`src/rtl/gb_io_pkg.sv`:
```
`default_nettype none
// ============================================================================
// Module      : gb_io_pkg
// Description : Shared addresses, SC bit indices and serial-port state type.
// Revision    : 1.0 - initial release
// ============================================================================
package gb_io_pkg;

    localparam logic [15:0] SB_ADDR_DEFAULT = 16'hff01;
    localparam logic [15:0] SC_ADDR_DEFAULT = 16'hff02;

    localparam int SC_START = 7;
    localparam int SC_CS    = 0;

    typedef enum logic [1:0] {
        IDLE     = 2'd0,
        XFER_INT = 2'd1,
        XFER_EXT = 2'd2
    } state_t;

endpackage : gb_io_pkg
`default_nettype wire

```
`src/rtl/sync_edge.sv`:
```
`default_nettype none
// ============================================================================
// Module      : sync_edge
// Description : Two-flop synchroniser for an asynchronous input with a
//               one-cycle rising-edge pulse on the synchronised signal.
// Revision    : 1.0 - initial release
// ============================================================================
module sync_edge #(
    parameter logic RESET_VAL = 1'b0
) (
    input  logic clock,
    input  logic reset,
    input  logic d_in,
    output logic sync_out,
    output logic rise
);

    logic meta_q, meta_d;
    logic sync_q, sync_d;
    logic prev_q, prev_d;

    always_comb begin
        meta_d = d_in;
        sync_d = meta_q;
        prev_d = sync_q;
    end

    // Reset to the line's idle level so leaving reset never fakes an edge.
    always_ff @(posedge clock) begin
        if (reset) begin
            meta_q <= RESET_VAL;
            sync_q <= RESET_VAL;
            prev_q <= RESET_VAL;
        end else begin
            meta_q <= meta_d;
            sync_q <= sync_d;
            prev_q <= prev_d;
        end
    end

    assign sync_out = sync_q;
    assign rise     = sync_q & ~prev_q;

endmodule : sync_edge
`default_nettype wire

```
`src/rtl/gb_serial.sv`:
```
`default_nettype none
// ============================================================================
// Module      : gb_serial
// Description : Game Boy link-port responder (SB/SC) with 2-cycle read
//               latency, internal or external bit clock and completion irq.
// Revision    : 1.0 - initial release
// ============================================================================
module gb_serial
    import gb_io_pkg::*;
#(
    parameter int          BIT_CYCLES = 512,
    parameter logic [15:0] SB_ADDR    = SB_ADDR_DEFAULT,
    parameter logic [15:0] SC_ADDR    = SC_ADDR_DEFAULT
) (
    input  logic        clock,
    input  logic        reset,
    input  logic [15:0] addr,
    input  logic [7:0]  wdata,
    input  logic        load,
    input  logic        store,
    output logic [7:0]  rdata,
    output logic        rhit,
    output logic        sout,
    input  logic        sin,
    output logic        sclk_out,
    input  logic        sclk_in,
    output logic        irq
);

    localparam int            PH_W    = $clog2(BIT_CYCLES);
    localparam logic [PH_W-1:0] PH_ONE  = PH_W'(1);
    localparam logic [PH_W-1:0] PH_HALF = PH_W'(BIT_CYCLES / 2);
    localparam logic [PH_W-1:0] PH_LAST = PH_W'(BIT_CYCLES - 1);

    generate
        if ((BIT_CYCLES < 4) || ((BIT_CYCLES % 2) != 0)) begin : g_bad_bit_cycles
            $error("gb_serial: BIT_CYCLES must be even and at least 4");
        end
    endgenerate

    state_t          state_q, state_d;
    logic [7:0]      sb_q, sb_d;
    logic            start_q, start_d;
    logic            cs_q, cs_d;
    logic [2:0]      bitcnt_q, bitcnt_d;
    logic [PH_W-1:0] phase_q, phase_d;
    logic            pend_q, pend_d;
    logic            irq_q, irq_d;
    logic            rd1_hit_q, rd1_hit_d;
    logic [7:0]      rd1_data_q, rd1_data_d;
    logic            rhit_q, rhit_d;
    logic [7:0]      rdata_q, rdata_d;

    logic            sin_sync, sin_rise;
    logic            sclk_sync, sclk_rise;
    logic            unused_sync;
    logic            shift_now;
    logic            rd_hit;
    logic [7:0]      rd_val;

    sync_edge #(.RESET_VAL(1'b0)) u_sin_sync (
        .clock    (clock),
        .reset    (reset),
        .d_in     (sin),
        .sync_out (sin_sync),
        .rise     (sin_rise)
    );

    sync_edge #(.RESET_VAL(1'b1)) u_sclk_sync (
        .clock    (clock),
        .reset    (reset),
        .d_in     (sclk_in),
        .sync_out (sclk_sync),
        .rise     (sclk_rise)
    );

    assign unused_sync = sin_rise ^ sclk_sync;

    // Transfer engine and register writes; stores are applied last so they win.
    always_comb begin
        state_d   = state_q;
        sb_d      = sb_q;
        start_d   = start_q;
        cs_d      = cs_q;
        bitcnt_d  = bitcnt_q;
        phase_d   = phase_q;
        pend_d    = pend_q;
        irq_d     = 1'b0;
        shift_now = 1'b0;

        case (state_q)
            XFER_INT: begin
                if (!pend_q) begin
                    phase_d = phase_q + PH_ONE;
                    if (phase_q == PH_HALF) begin
                        shift_now = 1'b1;
                    end
                    if (phase_q == PH_LAST) begin
                        bitcnt_d = bitcnt_q + 3'd1;
                        phase_d  = '0;
                        if (bitcnt_q == 3'd7) begin
                            // Hold phase so sclk_out stays high through the done cycle.
                            pend_d  = 1'b1;
                            phase_d = phase_q;
                        end
                    end
                end
            end
            XFER_EXT: begin
                if (!pend_q && sclk_rise) begin
                    shift_now = 1'b1;
                    bitcnt_d  = bitcnt_q + 3'd1;
                    if (bitcnt_q == 3'd7) begin
                        pend_d = 1'b1;
                    end
                end
            end
            default: ;
        endcase

        if (shift_now) begin
            sb_d = {sb_q[6:0], sin_sync};
        end

        if (pend_q) begin
            state_d  = IDLE;
            start_d  = 1'b0;
            pend_d   = 1'b0;
            irq_d    = 1'b1;
            bitcnt_d = '0;
            phase_d  = '0;
        end

        if (store && (addr == SB_ADDR) && (state_q == IDLE)) begin
            sb_d = wdata;
        end

        if (store && (addr == SC_ADDR)) begin
            cs_d    = wdata[SC_CS];
            start_d = wdata[SC_START];
            if (wdata[SC_START]) begin
                // A start landing in the done cycle begins a fresh transfer.
                if ((state_q == IDLE) || pend_q) begin
                    state_d  = wdata[SC_CS] ? XFER_INT : XFER_EXT;
                    bitcnt_d = '0;
                    phase_d  = '0;
                    pend_d   = 1'b0;
                end
            end else if ((state_q != IDLE) && !pend_q) begin
                state_d  = IDLE;
                bitcnt_d = '0;
                phase_d  = '0;
                pend_d   = 1'b0;
            end
        end
    end

    // Read pipeline: capture on load, present one cycle later.
    always_comb begin
        rd_hit = (addr == SB_ADDR) || (addr == SC_ADDR);
        if (addr == SC_ADDR) begin
            rd_val = {start_q, 6'b111111, cs_q};
        end else if (addr == SB_ADDR) begin
            rd_val = sb_q;
        end else begin
            rd_val = 8'h00;
        end

        rd1_hit_d  = load & rd_hit;
        rd1_data_d = (load && rd_hit) ? rd_val : 8'h00;
        rhit_d     = rd1_hit_q;
        rdata_d    = rd1_hit_q ? rd1_data_q : 8'h00;
    end

    always_ff @(posedge clock) begin
        if (reset) begin
            state_q    <= IDLE;
            sb_q       <= 8'h00;
            start_q    <= 1'b0;
            cs_q       <= 1'b0;
            bitcnt_q   <= '0;
            phase_q    <= '0;
            pend_q     <= 1'b0;
            irq_q      <= 1'b0;
            rd1_hit_q  <= 1'b0;
            rd1_data_q <= 8'h00;
            rhit_q     <= 1'b0;
            rdata_q    <= 8'h00;
        end else begin
            state_q    <= state_d;
            sb_q       <= sb_d;
            start_q    <= start_d;
            cs_q       <= cs_d;
            bitcnt_q   <= bitcnt_d;
            phase_q    <= phase_d;
            pend_q     <= pend_d;
            irq_q      <= irq_d;
            rd1_hit_q  <= rd1_hit_d;
            rd1_data_q <= rd1_data_d;
            rhit_q     <= rhit_d;
            rdata_q    <= rdata_d;
        end
    end

    assign sout     = sb_q[7];
    assign sclk_out = ~((state_q == XFER_INT) && !pend_q && (phase_q < PH_HALF));
    assign irq      = irq_q;
    assign rdata    = rdata_q;
    assign rhit     = rhit_q;

endmodule : gb_serial
`default_nettype wire

```
`config.mk`:
```
export PLATFORM = sky130hd
export DESIGN_NAME = gb_serial
export DESIGN_NICKNAME = d
export VERILOG_FILES = /design/src/rtl/gb_io_pkg.sv /design/src/rtl/sync_edge.sv /design/src/rtl/gb_serial.sv
export SDC_FILE = /design/constraint.sdc
export NUM_CORES = 1
export LEC_CHECK = 0
export CORE_MARGIN = 2
export CORE_UTILIZATION = 45
export CTS_BUF_LIST = sky130_fd_sc_hd__clkbuf_8
export CTS_CLUSTER_SIZE = 12
export DETAILED_ROUTE_END_ITERATION = 16
export PLACE_DENSITY = 0.71
export SLEW_MARGIN = 10
export SYNTH_ARGS = -nofsm -noshare
export SYNTH_HDL_FRONTEND = slang
export SYNTH_SLANG_ARGS = --single-unit
```
`constraint.sdc`:
```
create_clock -name clock -period 4.43 [get_ports clock]
set_input_delay 0.886 -clock clock [delete_from_list [all_inputs] [get_ports clock]]
set_output_delay 0.886 -clock clock [all_outputs]
set_load 0.05 [all_outputs]
```
### Yosys cells after proc, flatten, opt, wreduce, memory -nomap -nowiden

Index checks and enable logic that the tools add are counted.

| word-level totals | value |
|---|---|
| register bits after elaboration | 49 |
| bits of input ports | 30 |
| output and inout port bits | 12 |
| logic and storage cells | 92 |

| operators by class | value |
|---|---|
| add/sub/neg operators | 2 |
| magnitude comparators | 1 |
| equal/unequal tests | 7 |
| multiplexer cells | 42 |
| bitwise gates (word level) | 6 |
| reductions and logical operators | 17 |

Operators by type and width:

| operator | number |
|---|---|
| 9-bit 2-to-1 mux | 8 |
| 16-bit equality test, second input constant | 2 |
| 8-bit 2-to-1 mux | 4 |
| 3-bit 2-to-1 mux | 7 |
| 9-bit equality test, second input constant | 2 |
| 1-bit 2-to-1 mux | 14 |
| 2-bit 2-to-1 mux | 6 |
| 9-bit by 1-bit adder with 9-bit output, second input constant | 1 |
| 9-bit less-than comparator, second input constant | 1 |
| 1-bit logical AND | 8 |
| 3-bit one-hot mux with 2 select lines | 1 |
| 2-bit nonzero test | 3 |
| 1-bit inverter | 4 |
| 1-bit one-hot mux with 2 select lines | 2 |
| 2-bit OR reduction | 2 |
| 3-bit by 1-bit adder with 3-bit output, second input constant | 1 |
| 3-bit equality test, second input constant | 1 |
| 1-bit bitwise AND | 2 |
| 2-bit by 1-bit equality test with 1-bit output, second input constant | 1 |
| 2-bit equality test, second input constant | 1 |
| 2-bit logical NOT | 1 |
| 1-bit logical OR | 2 |
| 1-bit logical NOT | 1 |

### Depth between registers and ports, before layout

Gate-level depths: netlist (run 1).

| depth | value |
|---|---|
| word-level depth | 9 |
| depth in mapped cells | 10 |
| depth with buffers taken out | 10 |

### Cells and area by module

A second synthesis (run 1) with hierarchy kept.

| unflattened totals | value |
|---|---|
| cells, all modules | 235 |
| area total of the unflattened synthesis | 2,175.8 um2 |

Modules (own cells, without submodules):

| module | instances | cells an instance | area each (um2) |
|---|---|---|---|
| gb_serial | 1 | 221 | 2,003.2 |
| sync_edge (u_sin_sync) | 1 | 7 | 87.6 |
| sync_edge (u_sclk_sync) | 1 | 7 | 85.1 |

### Worst setup path before layout (run 1)

No wires, ideal clock.

| timing | value |
|---|---|
| path kind | input port to flip-flop |
| start point | input addr[5] |
| end point | register sb_q[5] |
| library setup time | 0.143 ns |
| arrival time | 2.501 ns |
| required time | 4.287 ns |
| slack | 1.786 ns |
| stages | 8 |
| buffers on the path | 3 |
| path through | nand4bb_1 > or4_1 > buf_2 > or4_4 > buf_6 > buf_6 > nor2_1 > a211oi_2 |

| on the way | value |
|---|---|
| word-level cells in the longest chain between the ends | 4 |
| elaborated cells between the ends (all ways) | 5 |

Ends and longest elaborated chain:

| item | RTL line | RTL |
|---|---|---|
| start, declared | gb_serial.sv:17 | `input logic [15:0] addr,` |
| 16-bit equality test (*) | gb_serial.sv:134 | `if (store && (addr == SB_ADDR) && (state_q == IDLE)) begin` |
| 1-bit logical AND (*) (2 in series) | gb_serial.sv:134 |  |
| 8-bit 2-to-1 mux or 2-bit nonzero test (tied branches) | - |  |
| end signal, assigned | gb_serial.sv:178 | `sb_q <= 8'h00;` |
| end signal, assigned | gb_serial.sv:191 | `sb_q <= sb_d;` |
| end, declared | gb_serial.sv:42 | `logic [7:0] sb_q, sb_d;` |

Mark *: on every way between the ends. The rest lies on a longest branch, timed or not.
A chain may end at the register's enable or synchronous reset.

### Final worst setup path (run 1)

| timing | value |
|---|---|
| start point | register state_q[1] |
| end point | output sclk_out |

| on the way | value |
|---|---|
| word-level cells in the longest chain between the ends | 4 |

Ends and longest elaborated chain:

| item | RTL line | RTL |
|---|---|---|
| start, declared | gb_serial.sv:41 | `state_t state_q, state_d;` |
| start signal, assigned | gb_serial.sv:190 | `state_q <= state_d;` |
| 2-bit by 1-bit equality test with 1-bit output | gb_serial.sv:206 | `assign sclk_out = ~((state_q == XFER_INT) && !pend_q && (phase_q < PH_HALF));` |
| 1-bit logical AND (2 in series) | gb_serial.sv:206 |  |
| 1-bit inverter | gb_serial.sv:206 |  |
| end, declared | gb_serial.sv:25 | `output logic sclk_out,` |

No other way between the ends.

==> results of run 1 <==
==> sequential cells by signal, indices dropped and copies added (netlist names) <==
register	cells
rd1_hit_q	1
u_sclk_sync.meta_q	1
irq	1
state_q	2
start_q	1
rhit	1
rd1_data_q	8
pend_q	1
rdata	8
u_sclk_sync.sync_out	1
u_sin_sync.sync_out	1
sb_q	8
u_sin_sync.meta_q	1
phase_q	9
bitcnt_q	3
cs_q	1
u_sclk_sync.prev_q	1
==> per-stage QoR <==
stage | std cells | hold WS (ns) | setup slack [ns] | utilization
finish | 364 | 0.424 | 1.44 | 0.565
global route | 364 | 0.451 | 1.32 | 0.565
CTS | 364 | 0.429 | 1.44 | 0.565
detailed placement | 356 | 0.407 | 1.19 | 0.546
global placement | 356 | 0.395 | 1.22 | 0.546
floorplan | 256 | 0.389 | 1.79 | -
==> layout make-up <==
class | instances | share of cell area
repair buffers | 42 | 0.147
well taps | 70 | 0.0308
clock buffers | 5 | 0.0242
flip-flops and latches | 49 | 0.345
clock inverters | 3 | 0.00923
multi-input cells | 189 | 0.436
inverters | 6 | 0.00791
==> layer usage <==
metal | global-route usage | vias to the layer above | share of wire | wire length (µm)
met4 | 0.0409 | 0 | 0.010 | 46
met5 | 0 | - | 0 | 0
met1 | 0.244 | 848 | 0.50 | 2220
met3 | 0.0304 | 6 | 0.047 | 207
met2 | 0.251 | 59 | 0.44 | 1940
li1 | - | 972 | - | -
==> power by group through the flow <==
stage	Sequential, mW	Clock (mW)	Combinational, mW
after global placement	0.469	0	0.0690
after floorplan	0.469	0	0.0324
after detailed placement	0.469	0	0.0693
after CTS	0.459	0.282	0.0695
final	0.459	0.277	0.0689
after global routing	0.461	0.299	0.0754
==> cells by family (layout without fill, tap and decap cells) <==
logic type | count (synthesis) | after routing
AO/OA/AOI/OAI | 47 | 47
XOR/XNOR | 2 | 2
adder cells (fa/ha/maj) | 9 | 9
buffers and inverters | 18 | 56
flip-flops | 49 | 49
multiplexers | 14 | 14
AND/OR/NAND/NOR | 117 | 117
==> synthesized netlist by cell type, drive strengths merged (2+ instances only) <==
library cell   n  area [µm²]
nand4bb        2        22.5
buf            5        37.5
dfxtp         49         981
nor4b          2        23.8
o21ai          9        45.0
nor3b          2        15.0
nand4          2        12.5
mux2           2        22.5
and2           8        50.1
or4            2        18.8
ha             9         113
nor2          27         101
or2            4        25.0
o21a           6        45.0
a211oi         9         108
inv            6        22.5
clkbuf         7        26.3
nand2         26        97.6
nor2b         12        75.1
nand2b         4        25.0
nand3         16        80.1
and3           2        12.5
mux2i         12         120
nor3           6        30.0
a221oi         7        61.3
a21oi         10        50.1
==> final timing paths <==
kind,start,to,cells past startpoint
setup / recovery,state_q[1]$_SDFF_PP0_,sclk_out,5
hold / removal,u_sclk_sync.meta_q$_SDFF_PP1_,u_sclk_sync.sync_out$_SDFF_PP1_,1
setup reg to reg,phase_q[0]$_SDFF_PP0_,sb_q[2]$_SDFFE_PP0P_,6
hold reg to reg,u_sclk_sync.meta_q$_SDFF_PP1_,u_sclk_sync.sync_out$_SDFF_PP1_,1
==> flow_summary.yaml, run 1 <==
cts:
  clkSlewWorstSetupHoldPaths_ns: 0.09
  clock_tree.root_cell: "clkbuf_8"
  post_cts_buffers: 0
  postCtsHoldBufs: 0
  htree_levels: 2
  insertion_delay_ns: 0.31
  tritoncts: "built"
  cts_buffers: 5
  cts_sinks: 49
  cts_buffer_depth: 2
  cts.repair.resized: 0
synthesis:
  synth-seq-cells: 49
  synth_edf_count: 0
  synth_fp_nets: 295
  ys_seq_area_frac: 0.425
  synthFlopType: "dfxtp_1"
  synth_compound_area_frac: 0.157
  synth_xor_area_frac: 0.00758
  synth.distinct_cells: 41
  netlist_area_um2: 2310
  synth_top_family_by_area: "simple AND/OR/NAND/NOR gates"
  ys.warnings.count: 0
  synthArstFlopShare: 0
  synth.avg_cell_area_um2: 9.02
  netlist_instances: 256
  synthSimpleGateAreaFrac: 0.263
  synth.area.mux_share: 0.0618
  post_synth_fa_ha_maj_area_fraction: 0.0488
grt:
  gr-total-overflow: 0
  grt_usage: 0.166
  grt_max_degree: 21
  grt_pass1_vias: 1633
  grt_pass1_wl_mm: 7.37
  antenna_found_initial: 0
sta:
  finalHoldViolCount: 0
  rsz0062_at_grt: "no"
  worst_pin_slew_ns: 0.890
  post-route-period-util: 0.675
  period_needed_ns: 2.99
  fmax_mhz: 334
  finClkSkew_ns: 0.00600
  setup_viol: 0
  relSlewSlack: 0.405
  tns_ns: 0
  slew_violations: 0
detailed_routing:
  first_iter_violations: 116
  ant_nets: 0
  dr.pass1.iters: 4
  drc: 0
  vias_per_cell: 5.18
  totalWireLength_mm: 4.41
  vias: 1885
  wl_per_cell_um: 12.1
die:
  io_pins: 42
  num_rows: 26
  die_x_um: 75.6
  start_util: 0.458
  die-area_um2: 5720
  die_h_um: 75.6
  core_area_um2: 5040
power_and_ir_drop:
  p_per_area_nw_per_um2: 283
  p_comb_frac: 0.086
  p_seq_frac: 0.571
  switchingPower_uw: 199
  p_sw_frac: 0.247
  ir_drop_mv: 0.146
  totalPowerFinal_uw: 805
  leakage_nw: 1.03
  p_clk_frac: 0.344
  intPower_uw: 606
cells_and_area:
  antenna_cells: 0
  areaGrowthSynthToFinish_pct: 23.2
  multi_input_area_um2: 1240
  fin_area_um2: 2850
  seq_area_um2: 981
  fin_nets: 332
  fill_cells: 449
  final_layout_size_suffix_gt1_frac: 0.0884
  mostFrequentLayoutCell: "dfxtp_1"
  final_cell_mix: "dfxtp_1, clkdlybuf4s50_1, nor2_1"
worst_setup_path:
  crit_slowest_cell: "clkdlybuf4s50_1"
  cp-start-kind: "register"
  crit_required_ns: 3.54
  worstPathMaxFanout: 10
  worstSetupPathType: "reg -> out"
  crit_arrival_ns: 2.10
  max_stage_delay_ns: 0.80
  worstSetupEndpointType: "output port"
  rrSetupSlack_ns: 2.10
  crit_buf_inv: 2
  critPathTopFamily: "buffers and inverters"
  path_cells: "inv_1 -> ha_1 -> nor2b_1 -> nand2b_1 -> clkdlybuf4s50_1"
placed_design:
  portBuffers: 41
  dp_hpwl_mm: 3.20
  place_area_um2: 2750
  gp_congestion: 0.857
job:
  maxCapViolations: 0
outcome:
  outcome: "complete, no violations"
worst_hold_path:
  hold_class: "reg -> reg"
Power figures use the tool's default switching activity.
==> run 2, diff against run 1 <==
clock period = 2.92 ns   (was 4.43 ns; I/O delays follow)
==> flow_summary.yaml, run 2 (same netlist as run 1, synthesis figures left out) <==
outcome:
  outcome: "complete, no violations"
worst_setup_path:
  worstPathMaxFanout: 10
  crit_arrival_ns: 2.12
  critPathTopFamily: "buffers and inverters"
  worstSetupEndpointType: "output port"
  max_stage_delay_ns: 0.79
  crit_required_ns: 2.34
  worstSetupPathType: "reg -> out"
  cp-start-kind: "register"
  rrSetupSlack_ns: 0.61
  path_cells: "inv_1 -> ha_1 -> nor2b_1 -> nand2b_1 -> clkdlybuf4s50_1"
  crit_buf_inv: 2
  crit_slowest_cell: "clkdlybuf4s50_1"
placed_design:
  portBuffers: 41
  place_area_um2: 2790
  gp_congestion: 0.808
  dp_hpwl_mm: 3.30
cells_and_area:
  final_layout_size_suffix_gt1_frac: 0.101
  largest_reg_flops: 9
  fin_area_um2: 2890
  regMostFlops: "phase_q"
  mostFrequentLayoutCell: "dfxtp_1"
  areaGrowthSynthToFinish_pct: 25.1
  fin_nets: 336
  final_cell_mix: "dfxtp_1, clkdlybuf4s50_1, nor2_1"
  antenna_cells: 0
detailed_routing:
  wl_per_cell_um: 12.1
  totalWireLength_mm: 4.47
  first_iter_violations: 116
  vias_per_cell: 5.19
  ant_nets: 0
  wl_met3_um: 267
  wl_met1_mm: 2.10
  drc: 0
  dr.max_layer_used: "met4"
  met2_length_mm: 2.03
  dr.pass1.iters: 4
  vias: 1909
job:
  maxCapViolations: 0
sta:
  post-route-period-util: 0.927
  finClkSkew_ns: 0.00495
  tns_ns: 0
  period_needed_ns: 2.71
  fmax_mhz: 370
  slew_violations: 0
  worst_pin_slew_ns: 0.511
  finalHoldViolCount: 0
  relSlewSlack: 0.657
  rsz0062_at_grt: "no"
  setup_viol: 0
die:
  start_util: 0.458
  die-area_um2: 5720
  die_h_um: 75.6
  io_pins: 42
  core_area_um2: 5040
  num_rows: 26
  die_x_um: 75.6
worst_hold_path:
  hold_class: "reg -> reg"
cts:
  insertion_delay_ns: 0.30
  post_cts_buffers: 0
  cts_buffers: 5
  cts.repair.resized: 0
  clkSlewWorstSetupHoldPaths_ns: 0.09
  postCtsHoldBufs: 0
  clock_tree.root_cell: "clkbuf_8"
  cts_buffer_depth: 2
  htree_levels: 2
  cts_sinks: 49
  tritoncts: "built"
grt:
  gr-total-overflow: 0
  grt_pass1_vias: 1708
  antenna_found_initial: 0
  grt_usage: 0.175
  grt_max_degree: 18
  grt_pass1_wl_mm: 7.67
power_and_ir_drop:
  leakage_nw: 1.06
  p_per_area_nw_per_um2: 423
  ir_drop_mv: 0.249
==> run 2: cell types whose count changed in the layout (fill, tap and decap cells not counted), sizes merged <==
cell	before	now
buf	1	5
==> run 2: area by class of cell <==
type / instances / area (µm²)
Fill cell: 457 / 2150
Multi-Input combinational cell: 189 / 1240
Sequential cell: 49 / 981
Timing Repair Buffer: 46 / 460
Tap cell: 70 / 87.6
Clock buffer: 5 / 68.8
Clock inverter: 3 / 26.3
Inverter: 6 / 22.5
==> run 2: metal layers <==
layer / vias to the layer above / track usage
li1: 977 / -
met1: 863 / 0.244
met2: 64 / 0.268
met3: 5 / 0.0370
met4: 0 / 0.0643
met5: - / 0
==> run 2: final timing paths <==
path | startpoint | to | cells after the start
worst max-delay path | state_q[1]$_SDFF_PP0_ | sclk_out | 5
worst min register to register | u_sclk_sync.meta_q$_SDFF_PP1_ | u_sclk_sync.sync_out$_SDFF_PP1_ | 1
worst min-delay path | u_sclk_sync.meta_q$_SDFF_PP1_ | u_sclk_sync.sync_out$_SDFF_PP1_ | 1
worst max register to register | phase_q[0]$_SDFF_PP0_ | phase_q[7]$_SDFF_PP0_ | 10
==> run 2: report_power, final <==
group / internal (mW) / total [mW] / switching, mW
Combinational: 0.0673 / 0.109 / 0.0416
Sequential: 0.681 / 0.696 / 0.0150
Clock: 0.174 / 0.416 / 0.242
==> run 2: metrics by stage <==
step | hold slack (ns) | power (mW) | util | setup slack [ns] | cells
final | 0.423 | 1.22 | 0.573 | 0.215 | 368
after global routing | 0.442 | 1.27 | 0.573 | 0.0856 | 368
after CTS | 0.427 | 1.23 | 0.573 | 0.192 | 368
after detailed placement | 0.403 | 0.821 | 0.554 | 0.227 | 360
after global placement | 0.393 | 0.820 | 0.554 | 0.255 | 360
after floorplan | 0.389 | 0.761 | - | 0.578 | 256
